==> src/rtl/dvp_frame_ctrl.sv <==
// dvp_frame_ctrl: frame-level capture sequencer between the pixel FIFO and the
// DVP pixel-pairing state machine.
//   - Drops stream words until a VSYNC-marked word is seen, then passes bytes
//     through while checking line length and line count against the geometry.
//   - Single-shot, N-frame or continuous capture, with graceful stop.
//   - Aborted frames with an odd byte count get one zero pad word so the
//     downstream byte pairing stays aligned.
// Ports:
//   clk, rst           single clock, synchronous active-high reset
//   pxl_info_*_i/_o    upstream (FIFO) and downstream (pairing FSM) valid/ready streams
//   cam_en_o           camera-start enable, set on the first accepted start
//   cfg_*              start/stop pulses, capture mode, frame count, geometry
//   busy_o             state is not IDLE
//   frame_done_o/err_o one-cycle pulse per completed/aborted frame
//   frame_cnt_o        frames completed since the last accepted start (wraps)
module dvp_frame_ctrl #(
    parameter int unsigned DVP_DATA_W = 8,
    parameter int unsigned PXL_INFO_W = DVP_DATA_W + 2,
    parameter int unsigned DIM_W      = 11,
    parameter int unsigned FRM_CNT_W  = 8
) (
    input  logic                  clk,
    input  logic                  rst,
    input  logic [PXL_INFO_W-1:0] pxl_info_i,
    input  logic                  pxl_info_vld_i,
    output logic                  pxl_info_rdy_o,
    output logic [PXL_INFO_W-1:0] pxl_info_o,
    output logic                  pxl_info_vld_o,
    input  logic                  pxl_info_rdy_i,
    output logic                  cam_en_o,
    input  logic                  cfg_start_i,
    input  logic                  cfg_stop_i,
    input  logic                  cfg_cont_i,
    input  logic [FRM_CNT_W-1:0]  cfg_frame_num_i,
    input  logic [DIM_W-1:0]      cfg_width_i,
    input  logic [DIM_W-1:0]      cfg_height_i,
    output logic                  busy_o,
    output logic                  frame_done_o,
    output logic                  frame_err_o,
    output logic [FRM_CNT_W-1:0]  frame_cnt_o
);

    localparam int unsigned HS_BIT = DVP_DATA_W;
    localparam int unsigned VS_BIT = DVP_DATA_W + 1;
    localparam int unsigned BC_W   = DIM_W + 1;

    typedef enum logic [1:0] {
        S_IDLE = 2'd0,
        S_SYNC = 2'd1,
        S_CAPT = 2'd2,
        S_PAD  = 2'd3
    } state_e;

    state_e                 state_q,     state_d;
    logic [BC_W-1:0]        bc_q,        bc_d;
    logic [DIM_W-1:0]       lc_q,        lc_d;
    logic [DIM_W-1:0]       width_q,     width_d;
    logic [DIM_W-1:0]       height_q,    height_d;
    logic [FRM_CNT_W-1:0]   num_q,       num_d;
    logic                   cont_q,      cont_d;
    logic                   stop_pend_q, stop_pend_d;
    logic                   cam_en_q,    cam_en_d;
    logic                   done_q,      done_d;
    logic                   err_q,       err_d;
    logic [FRM_CNT_W-1:0]   cnt_q,       cnt_d;

    logic                   stop_eff;
    logic                   exp_vs;
    logic                   exp_hs;
    logic                   mismatch;
    logic [BC_W-1:0]        bc_last;
    logic [FRM_CNT_W-1:0]   cnt_inc;

    // Next-state, counter and stream-path logic
    always_comb begin
        state_d        = state_q;
        bc_d           = bc_q;
        lc_d           = lc_q;
        width_d        = width_q;
        height_d       = height_q;
        num_d          = num_q;
        cont_d         = cont_q;
        stop_pend_d    = stop_pend_q;
        cam_en_d       = cam_en_q;
        done_d         = 1'b0;
        err_d          = 1'b0;
        cnt_d          = cnt_q;
        pxl_info_o     = '0;
        pxl_info_vld_o = 1'b0;
        pxl_info_rdy_o = 1'b0;

        // A stop arriving during CAPT/PAD counts immediately for this cycle's exit
        stop_eff = stop_pend_q | cfg_stop_i;
        // Expected marker: VSYNC on frame's first byte, HSYNC on each later line's first byte
        exp_vs   = (bc_q == '0) && (lc_q == '0);
        exp_hs   = (bc_q == '0) && (lc_q != '0);
        mismatch = pxl_info_vld_i &&
                   ((pxl_info_i[VS_BIT] != exp_vs) || (pxl_info_i[HS_BIT] != exp_hs));
        bc_last  = BC_W'({width_q, 1'b0}) - BC_W'(1);
        cnt_inc  = cnt_q + FRM_CNT_W'(1);

        unique case (state_q)
            S_IDLE: begin
                pxl_info_rdy_o = 1'b1;
                if (cfg_start_i && (cfg_width_i != '0) && (cfg_height_i != '0)) begin
                    width_d     = cfg_width_i;
                    height_d    = cfg_height_i;
                    cont_d      = cfg_cont_i;
                    num_d       = (cfg_frame_num_i == '0) ? FRM_CNT_W'(1) : cfg_frame_num_i;
                    cnt_d       = '0;
                    stop_pend_d = 1'b0;
                    cam_en_d    = 1'b1;
                    state_d     = S_SYNC;
                end
            end

            S_SYNC: begin
                // The VSYNC word is left in the FIFO so CAPT passes it on
                if (pxl_info_vld_i && pxl_info_i[VS_BIT]) begin
                    pxl_info_rdy_o = 1'b0;
                    state_d        = S_CAPT;
                    bc_d           = '0;
                    lc_d           = '0;
                end else begin
                    pxl_info_rdy_o = 1'b1;
                end
                if (cfg_stop_i) begin
                    state_d = S_IDLE;
                end
            end

            S_CAPT: begin
                stop_pend_d    = stop_eff;
                pxl_info_o     = pxl_info_i;
                pxl_info_vld_o = pxl_info_vld_i;
                pxl_info_rdy_o = pxl_info_rdy_i;
                if (mismatch) begin
                    pxl_info_vld_o = 1'b0;
                    pxl_info_rdy_o = 1'b0;
                    err_d          = 1'b1;
                    // Odd byte count leaves a half pair downstream; pad it first
                    if (bc_q[0]) begin
                        state_d = S_PAD;
                    end else begin
                        state_d = stop_eff ? S_IDLE : S_SYNC;
                    end
                end else if (pxl_info_vld_i && pxl_info_rdy_i) begin
                    if (bc_q == bc_last) begin
                        bc_d = '0;
                        lc_d = lc_q + DIM_W'(1);
                        if (lc_q == (height_q - DIM_W'(1))) begin
                            done_d = 1'b1;
                            cnt_d  = cnt_inc;
                            lc_d   = '0;
                            if (stop_eff || (!cont_q && (cnt_inc == num_q))) begin
                                state_d = S_IDLE;
                            end else begin
                                state_d = S_SYNC;
                            end
                        end
                    end else begin
                        bc_d = bc_q + BC_W'(1);
                    end
                end
            end

            S_PAD: begin
                stop_pend_d    = stop_eff;
                pxl_info_vld_o = 1'b1;
                if (pxl_info_rdy_i) begin
                    state_d = stop_eff ? S_IDLE : S_SYNC;
                end
            end

            default: begin
                state_d = S_IDLE;
            end
        endcase
    end

    // State and counter registers
    always_ff @(posedge clk) begin
        if (rst) begin
            state_q     <= S_IDLE;
            bc_q        <= '0;
            lc_q        <= '0;
            width_q     <= '0;
            height_q    <= '0;
            num_q       <= '0;
            cont_q      <= 1'b0;
            stop_pend_q <= 1'b0;
            cam_en_q    <= 1'b0;
            done_q      <= 1'b0;
            err_q       <= 1'b0;
            cnt_q       <= '0;
        end else begin
            state_q     <= state_d;
            bc_q        <= bc_d;
            lc_q        <= lc_d;
            width_q     <= width_d;
            height_q    <= height_d;
            num_q       <= num_d;
            cont_q      <= cont_d;
            stop_pend_q <= stop_pend_d;
            cam_en_q    <= cam_en_d;
            done_q      <= done_d;
            err_q       <= err_d;
            cnt_q       <= cnt_d;
        end
    end

    assign cam_en_o     = cam_en_q;
    assign frame_done_o = done_q;
    assign frame_err_o  = err_q;
    assign frame_cnt_o  = cnt_q;
    assign busy_o       = (state_q != S_IDLE);

endmodule

==> config.mk <==
export PLATFORM = sky130hd
export DESIGN_NAME = dvp_frame_ctrl
export DESIGN_NICKNAME = d
export VERILOG_FILES = /design/src/rtl/dvp_frame_ctrl.sv
export SDC_FILE = /design/constraint.sdc
export NUM_CORES = 1
export LEC_CHECK = 0
export CORE_ASPECT_RATIO = 1.5
export CORE_MARGIN = 2
export CORE_UTILIZATION = 41
export CTS_BUF_LIST = sky130_fd_sc_hd__clkbuf_8 sky130_fd_sc_hd__clkbuf_16
export DETAILED_ROUTE_END_ITERATION = 8
export GPL_ROUTABILITY_DRIVEN = 1
export PLACE_DENSITY_LB_ADDON = 0.25
export SYNTH_ARGS = -nofsm -noshare
export SYNTH_HDL_FRONTEND = slang
export SYNTH_SLANG_ARGS = --single-unit
==> constraint.sdc <==
create_clock -name clk -period 9.2 [get_ports clk]
set_clock_uncertainty 0.2 [all_clocks]
set_input_delay 2.76 -clock clk [delete_from_list [all_inputs] [get_ports clk]]
set_output_delay 2.76 -clock clk [all_outputs]
set_load 0.01 [all_outputs]
==> impl_metrics.ini, run 1 <==
[global_routing]
busiest_layer = met2
use_met2_pct = 36.9
grt_pass1_wl_mm = 18.0
grt_max_degree = 41
track_usage_pct = 20.3
use_met1_pct = 22.7
use_met3_pct = 4.33
antenna_found_initial = 0
grt_pass1_vias = 3895
grt.overflow.total = 0

[setup_path]
worst-endpoint-arrival_ps = 4980
crit_required_ps = 6240
crit_type = in -> out
crit_path_start_kind = primary input
worstPathMaxFanout = 7
cp-end-kind = output port

[detailed_routing]
routed_wl_mm = 10.8
vias_per_cell = 5.70
vias = 3959
firstDrtPassIters = 4
route.detailed.drc = 0
dr.first_iter.drc_count = 238
ant_nets = 0
route.detailed.wl_per_inst_um = 15.6

[logic_synthesis]
syn_inst = 517
yosysWarnings = 0
syn_nets = 571
synth_edf_count = 0
ys_ff_latch = 68
syn_area_mm2 = 0.00416
ys.flop_type = dfxtp_1
syn_avg_cell_area_um2 = 8.05
ys_seq_area_share_pct = 32.7
async_flop_share_pct = 0
synthDistinctLibCells = 56

[layout]
syn_to_final_growth_pct = 25.2
n_antenna_cell = 0
fin_nets = 628
drive_gt1_share_pct = 5.02

[cts]
cts_buffers = 9
clockBufferDepth = 2
cts_hold_buf = 0
cts_tree = done
clkTransAtPathRegs_ps = 50
htreeDepth = 3
clkSinkCount = 68
cts_setup_buffers = 0
ctsResizeCount = 0
clock_latency_ps = 330
cts_root_buf = clkbuf_16

[sta]
slew_viol_final = 0
setup_viol_count_final = 0
rsz0062_at_grt = no
fin_crit_sh_pct = 86.3
fin_tns_setup_ps = 0
relSlewSlack_pct = 27.2
timing.final.crit_period_ps = 7940
max_freq_mhz = 126
tightest_slew_ps = 1090
hold_violations = 0

[floorplan]
chipWidth_um = 86.3
core-area_mm2 = 0.0100
die_area_mm2 = 0.0110
ios = 71
row_count = 45
start_util_pct = 41.5
die_h_um = 127

[place]
dp_hpwl_mm = 8.06
io_buffers = 70
routabilityCongestion = 0.902

[power]
power.total_mw = 0.830
ir_drop_mv = 0.101
p_leak_nw = 2.01
powerDensity_mw_per_mm2 = 159

[hold_path]
hold_class = reg -> reg

[flow_run]
drv_cap = 0

[outcome]
status = complete, no violations
cell usage after synthesis (all sizes together) (4+ instances only):
cell	n	area (µm²)
a21oi	32	160
clkbuf	24	90.1
o21ai	17	85.1
or2	4	25.0
o21a	5	37.5
a31oi	9	56.3
nor4	14	93.8
dfxtp	68	1360
nor2	63	236
and2	12	75.1
or4	8	63.8
ha	7	87.6
nor2b	9	56.3
nand4	11	68.8
nor3	19	106
nand2	28	108
and3	11	68.8
inv	21	78.8
xnor2	24	210
o31ai	4	30.0
mux2i	34	340
o211ai	4	35.0
nand3	25	125
xor2	23	201
final timing paths:
| check | slack, ps | from | depth (start not counted) | end |
|---|---|---|---|---|
| hold / removal | 250 | cam_en_o | 2 | cam_en_o |
| setup reg to reg | 5740 | width_q[0] | 9 | lc_q[10] |
| setup / recovery | 1260 | pxl_info_i[9] | 8 | pxl_info_rdy_o |
| hold reg to reg | 250 | cam_en_o | 2 | cam_en_o |
metrics by stage:
step	hold WS [ps]	cell area, µm²	instances	setup slack, ps	utilization, %
after floorplan	254	4160	517	2580	-
after detailed placement	240	4920	680	1290	49.1
after CTS	248	5210	695	1280	52.0
after global placement	236	4920	680	1340	49.1
final	248	5210	695	1260	52.0
after global routing	271	5210	695	1130	52.0
flip-flops by register name, summed over array words and instances (netlist names):
signal        flops
state_q           2
frame_cnt_o       8
stop_pend_q       1
frame_err_o       1
cont_q            1
lc_q             11
frame_done_o      1
num_q             8
cam_en_o          1
width_q          11
bc_q             12
height_q         11
metal layers:
metal	share of wire [%]	wire, µm
met3	4.3	461
met1	40	4280
met2	54	5840
met4	2.2	237
met5	0	0
final cells by class:
cell class              count  area, µm²
clock buffers              10        239
clock inverters             5       46.3
fillers                   950       4810
inverters                  21       78.8
multi-input cells         402       2620
flip-flops and latches     68       1360
well taps                 117        146
repair buffers             72        716
worst max-delay path, stage by stage:
cell and delay [ps]:
clkdlybuf4s50_1 570, nor2b_1 220, nand4_1 110, nor2_1 50, nor2_1 330, nand2_1 190, a31o_2 280, clkdlybuf4s50_1 470
layout by cell type, fill, tap and decap left out, types with 4 or more instances in the layout:
| master | n |
|---|---|
| o31ai_1 | 4 |
| or2_2 | 4 |
| xnor2_1 | 24 |
| a31oi_1 | 9 |
| o21ai_0 | 17 |
| mux2i_1 | 34 |
| clkdlybuf4s50_1 | 70 |
| nor4_1 | 13 |
| nand2_1 | 27 |
| ha_1 | 7 |
| a21oi_1 | 32 |
| or4_1 | 7 |
| dfxtp_1 | 68 |
| clkbuf_16 | 9 |
| inv_1 | 24 |
| and2_1 | 12 |
| and3_1 | 11 |
| nand3_1 | 25 |
| nand4_1 | 11 |
| nor3_1 | 18 |
| nor2b_1 | 9 |
| xor2_1 | 23 |
| nor2_1 | 63 |
| o21a_1 | 5 |
where the power goes:
group | switching [mW] | total (mW) | internal [mW]
registers | 0.0200 | 0.329 | 0.309
clock network | 0.122 | 0.334 | 0.212
logic | 0.0845 | 0.168 | 0.0831
total | 0.226 | 0.830 | 0.604
kinds of logic (layout without fill, tap and decap cells):
logic type      count (synthesis)  count (layout)  synth area share, %
compound gates                 92              92                 14.3
buf+inv                        47             108                 4.27
simple gates                  221             221                 28.0
xor+xnor                       48              48                 10.4
fa+ha+maj                       7               7                 2.10
mux                            34              34                 8.18
flops                          68              68                 32.7
Power figures use the tool's default switching activity.
==> run 2: changes to the inputs <==
--- a/config.mk
+++ b/config.mk
@@ -7,7 +7,7 @@
 export LEC_CHECK = 0
 export CORE_ASPECT_RATIO = 1.5
 export CORE_MARGIN = 2
-export CORE_UTILIZATION = 41
+export CORE_UTILIZATION = 55
 export CTS_BUF_LIST = sky130_fd_sc_hd__clkbuf_8 sky130_fd_sc_hd__clkbuf_16
 export DETAILED_ROUTE_END_ITERATION = 8
 export GPL_ROUTABILITY_DRIVEN = 1
==> run 2 against run 1 <==
Power fell by 14%. Sequential share of layout area is 0.71 points higher. Via count up 1.5%. First-iteration DRC count shrank 12%. Largest cell class unchanged. Routed wire length decreased by 5.4%. Critical endpoint unchanged. Register-to-register slack got worse by 20 ps. Cell area fell by 2.6%. Cell count decreased by 2.4%.
==> impl_metrics.ini, run 2 (synthesis results as in run 1) <==
[sta]
slew_viol_final = 0
rsz0062_at_grt = no
whs_ps = 251
hold_violations = 0
fin_tns_setup_ps = 0
tightest_slew_ps = 1060
timing.final.crit_period_ps = 7860
relSlewSlack_pct = 29.0
max_freq_mhz = 127
fin_crit_sh_pct = 85.4
setup_viol_count_final = 0

[place]
dp_hpwl_mm = 7.77
routabilityCongestion = 0.890
io_buffers = 70

[layout]
final_common_cell = clkdlybuf4s50_1
largest_reg_flops = 12
fin_nets = 628
max_flop_register = bc_q
final_cell_mix = clkdlybuf4s50_1, dfxtp_1, nor2_1
n_antenna_cell = 0
drive_gt1_share_pct = 5.19
fill_cells = 636
syn_to_final_growth_pct = 21.9
final_util_pct = 69.7

[cts]
clkSinkCount = 68
cts_buffers = 9
htreeDepth = 3
cts_setup_buffers = 0
clock_latency_ps = 350
ctsResizeCount = 0
clockBufferDepth = 2
cts_tree = done
cts_root_buf = clkbuf_8
clkTransAtPathRegs_ps = 70
cts_hold_buf = 0

[setup_path]
worstPathMaxFanout = 7
worst-endpoint-arrival_ps = 4900
crit_path_start_kind = primary input
crit_type = in -> out
cp-end-kind = output port
crit_required_ps = 6240

[detailed_routing]
route.detailed.wl_per_inst_um = 15.1
vias = 4017
routed_wl_mm = 10.2
dr.first_iter.drc_count = 210
vias_per_cell = 5.92
firstDrtPassIters = 5
route.detailed.drc = 0
ant_nets = 0

[power]
powerDensity_mw_per_mm2 = 140
p_switching_mw = 0.212
internal_power_mw = 0.500
ir_drop_mv = 0.0855
swShare_pct = 29.8
power_frac_comb_pct = 23.6
p_leak_nw = 1.95
p_seq_share_pct = 46.2
clockPowerShare_pct = 30.2

[global_routing]
grt_pass1_wl_mm = 16.7
track_usage_pct = 25.4
grt_max_degree = 41
antenna_found_initial = 0
grt.overflow.total = 0
grt_pass1_vias = 3827

[floorplan]
die_h_um = 111
start_util_pct = 57.2
row_count = 38
ios = 71
chipWidth_um = 75.0
die_area_mm2 = 0.00829
core-area_mm2 = 0.00727

[hold_path]
hold_class = reg -> reg

[outcome]
status = complete, no violations

[flow_run]
drv_cap = 0
run 2: cell count changes in the layout (fill, tap and decap cells not counted):
cell	change
bufinv_16	-1
clkbuf_16	-9
clkbuf_8	+10
clkinv_2	+1
inv_1	-1
run 2: cell type report:
| cell class | instances | area (µm²) | area share [%] |
|---|---|---|---|
| clock buffers | 11 | 151 | 2.98 |
| clock inverters | 4 | 17.5 | 0.345 |
| inverters | 21 | 78.8 | 1.55 |
| multi-input cells | 402 | 2620 | 51.7 |
| flip-flops and latches | 68 | 1360 | 26.8 |
| well taps | 100 | 125 | 2.47 |
| repair buffers | 72 | 716 | 14.1 |
run 2: final timing paths:
path                               startpoint        endpoint  slack, ps  cells past startpoint
worst max register to register     width_q[0]         lc_q[2]       5720                      9
worst min register to register       cam_en_o        cam_en_o        250                      2
worst min-delay path                 cam_en_o        cam_en_o        250                      2
worst max-delay path            pxl_info_i[9]  pxl_info_rdy_o       1340                      8
run 2: power groups by stage:
stage	Combinational (mW)	Clock [mW]	Sequential [mW]
floorplan	0.121	0	0.327
detailed placement	0.167	0	0.335
global placement	0.161	0	0.334
finish	0.168	0.215	0.329
CTS	0.168	0.219	0.329
global route	0.183	0.234	0.331
run 2: worst max-delay path, cell delays in order:
cell,delay [ps]
clkdlybuf4s50_1,540
nor2b_1,200
nand4_1,110
nor2_1,50
nor2_1,280
nand2_1,180
a31o_2,290
clkdlybuf4s50_1,480
run 2: stage by stage:
stage	cells	power [mW]	setup slack (ps)	cell area (µm²)
finish	678	0.712	1340	5070
global route	678	0.748	1230	5070
CTS	678	0.715	1360	5070
detailed placement	663	0.502	1380	4900
global placement	663	0.496	1420	4900
floorplan	517	0.448	2580	4160
run 2: per-layer routing:
layer  share of wire, %  wire length, µm  vias up  track usage, %
li1                   -                -     1965               -
met1                 39             3950     1895            27.3
met2                 54             5500      130            44.8
met3                4.7              478       27            4.93
met4                2.9              301        0            13.0
met5                  0                0        -               0
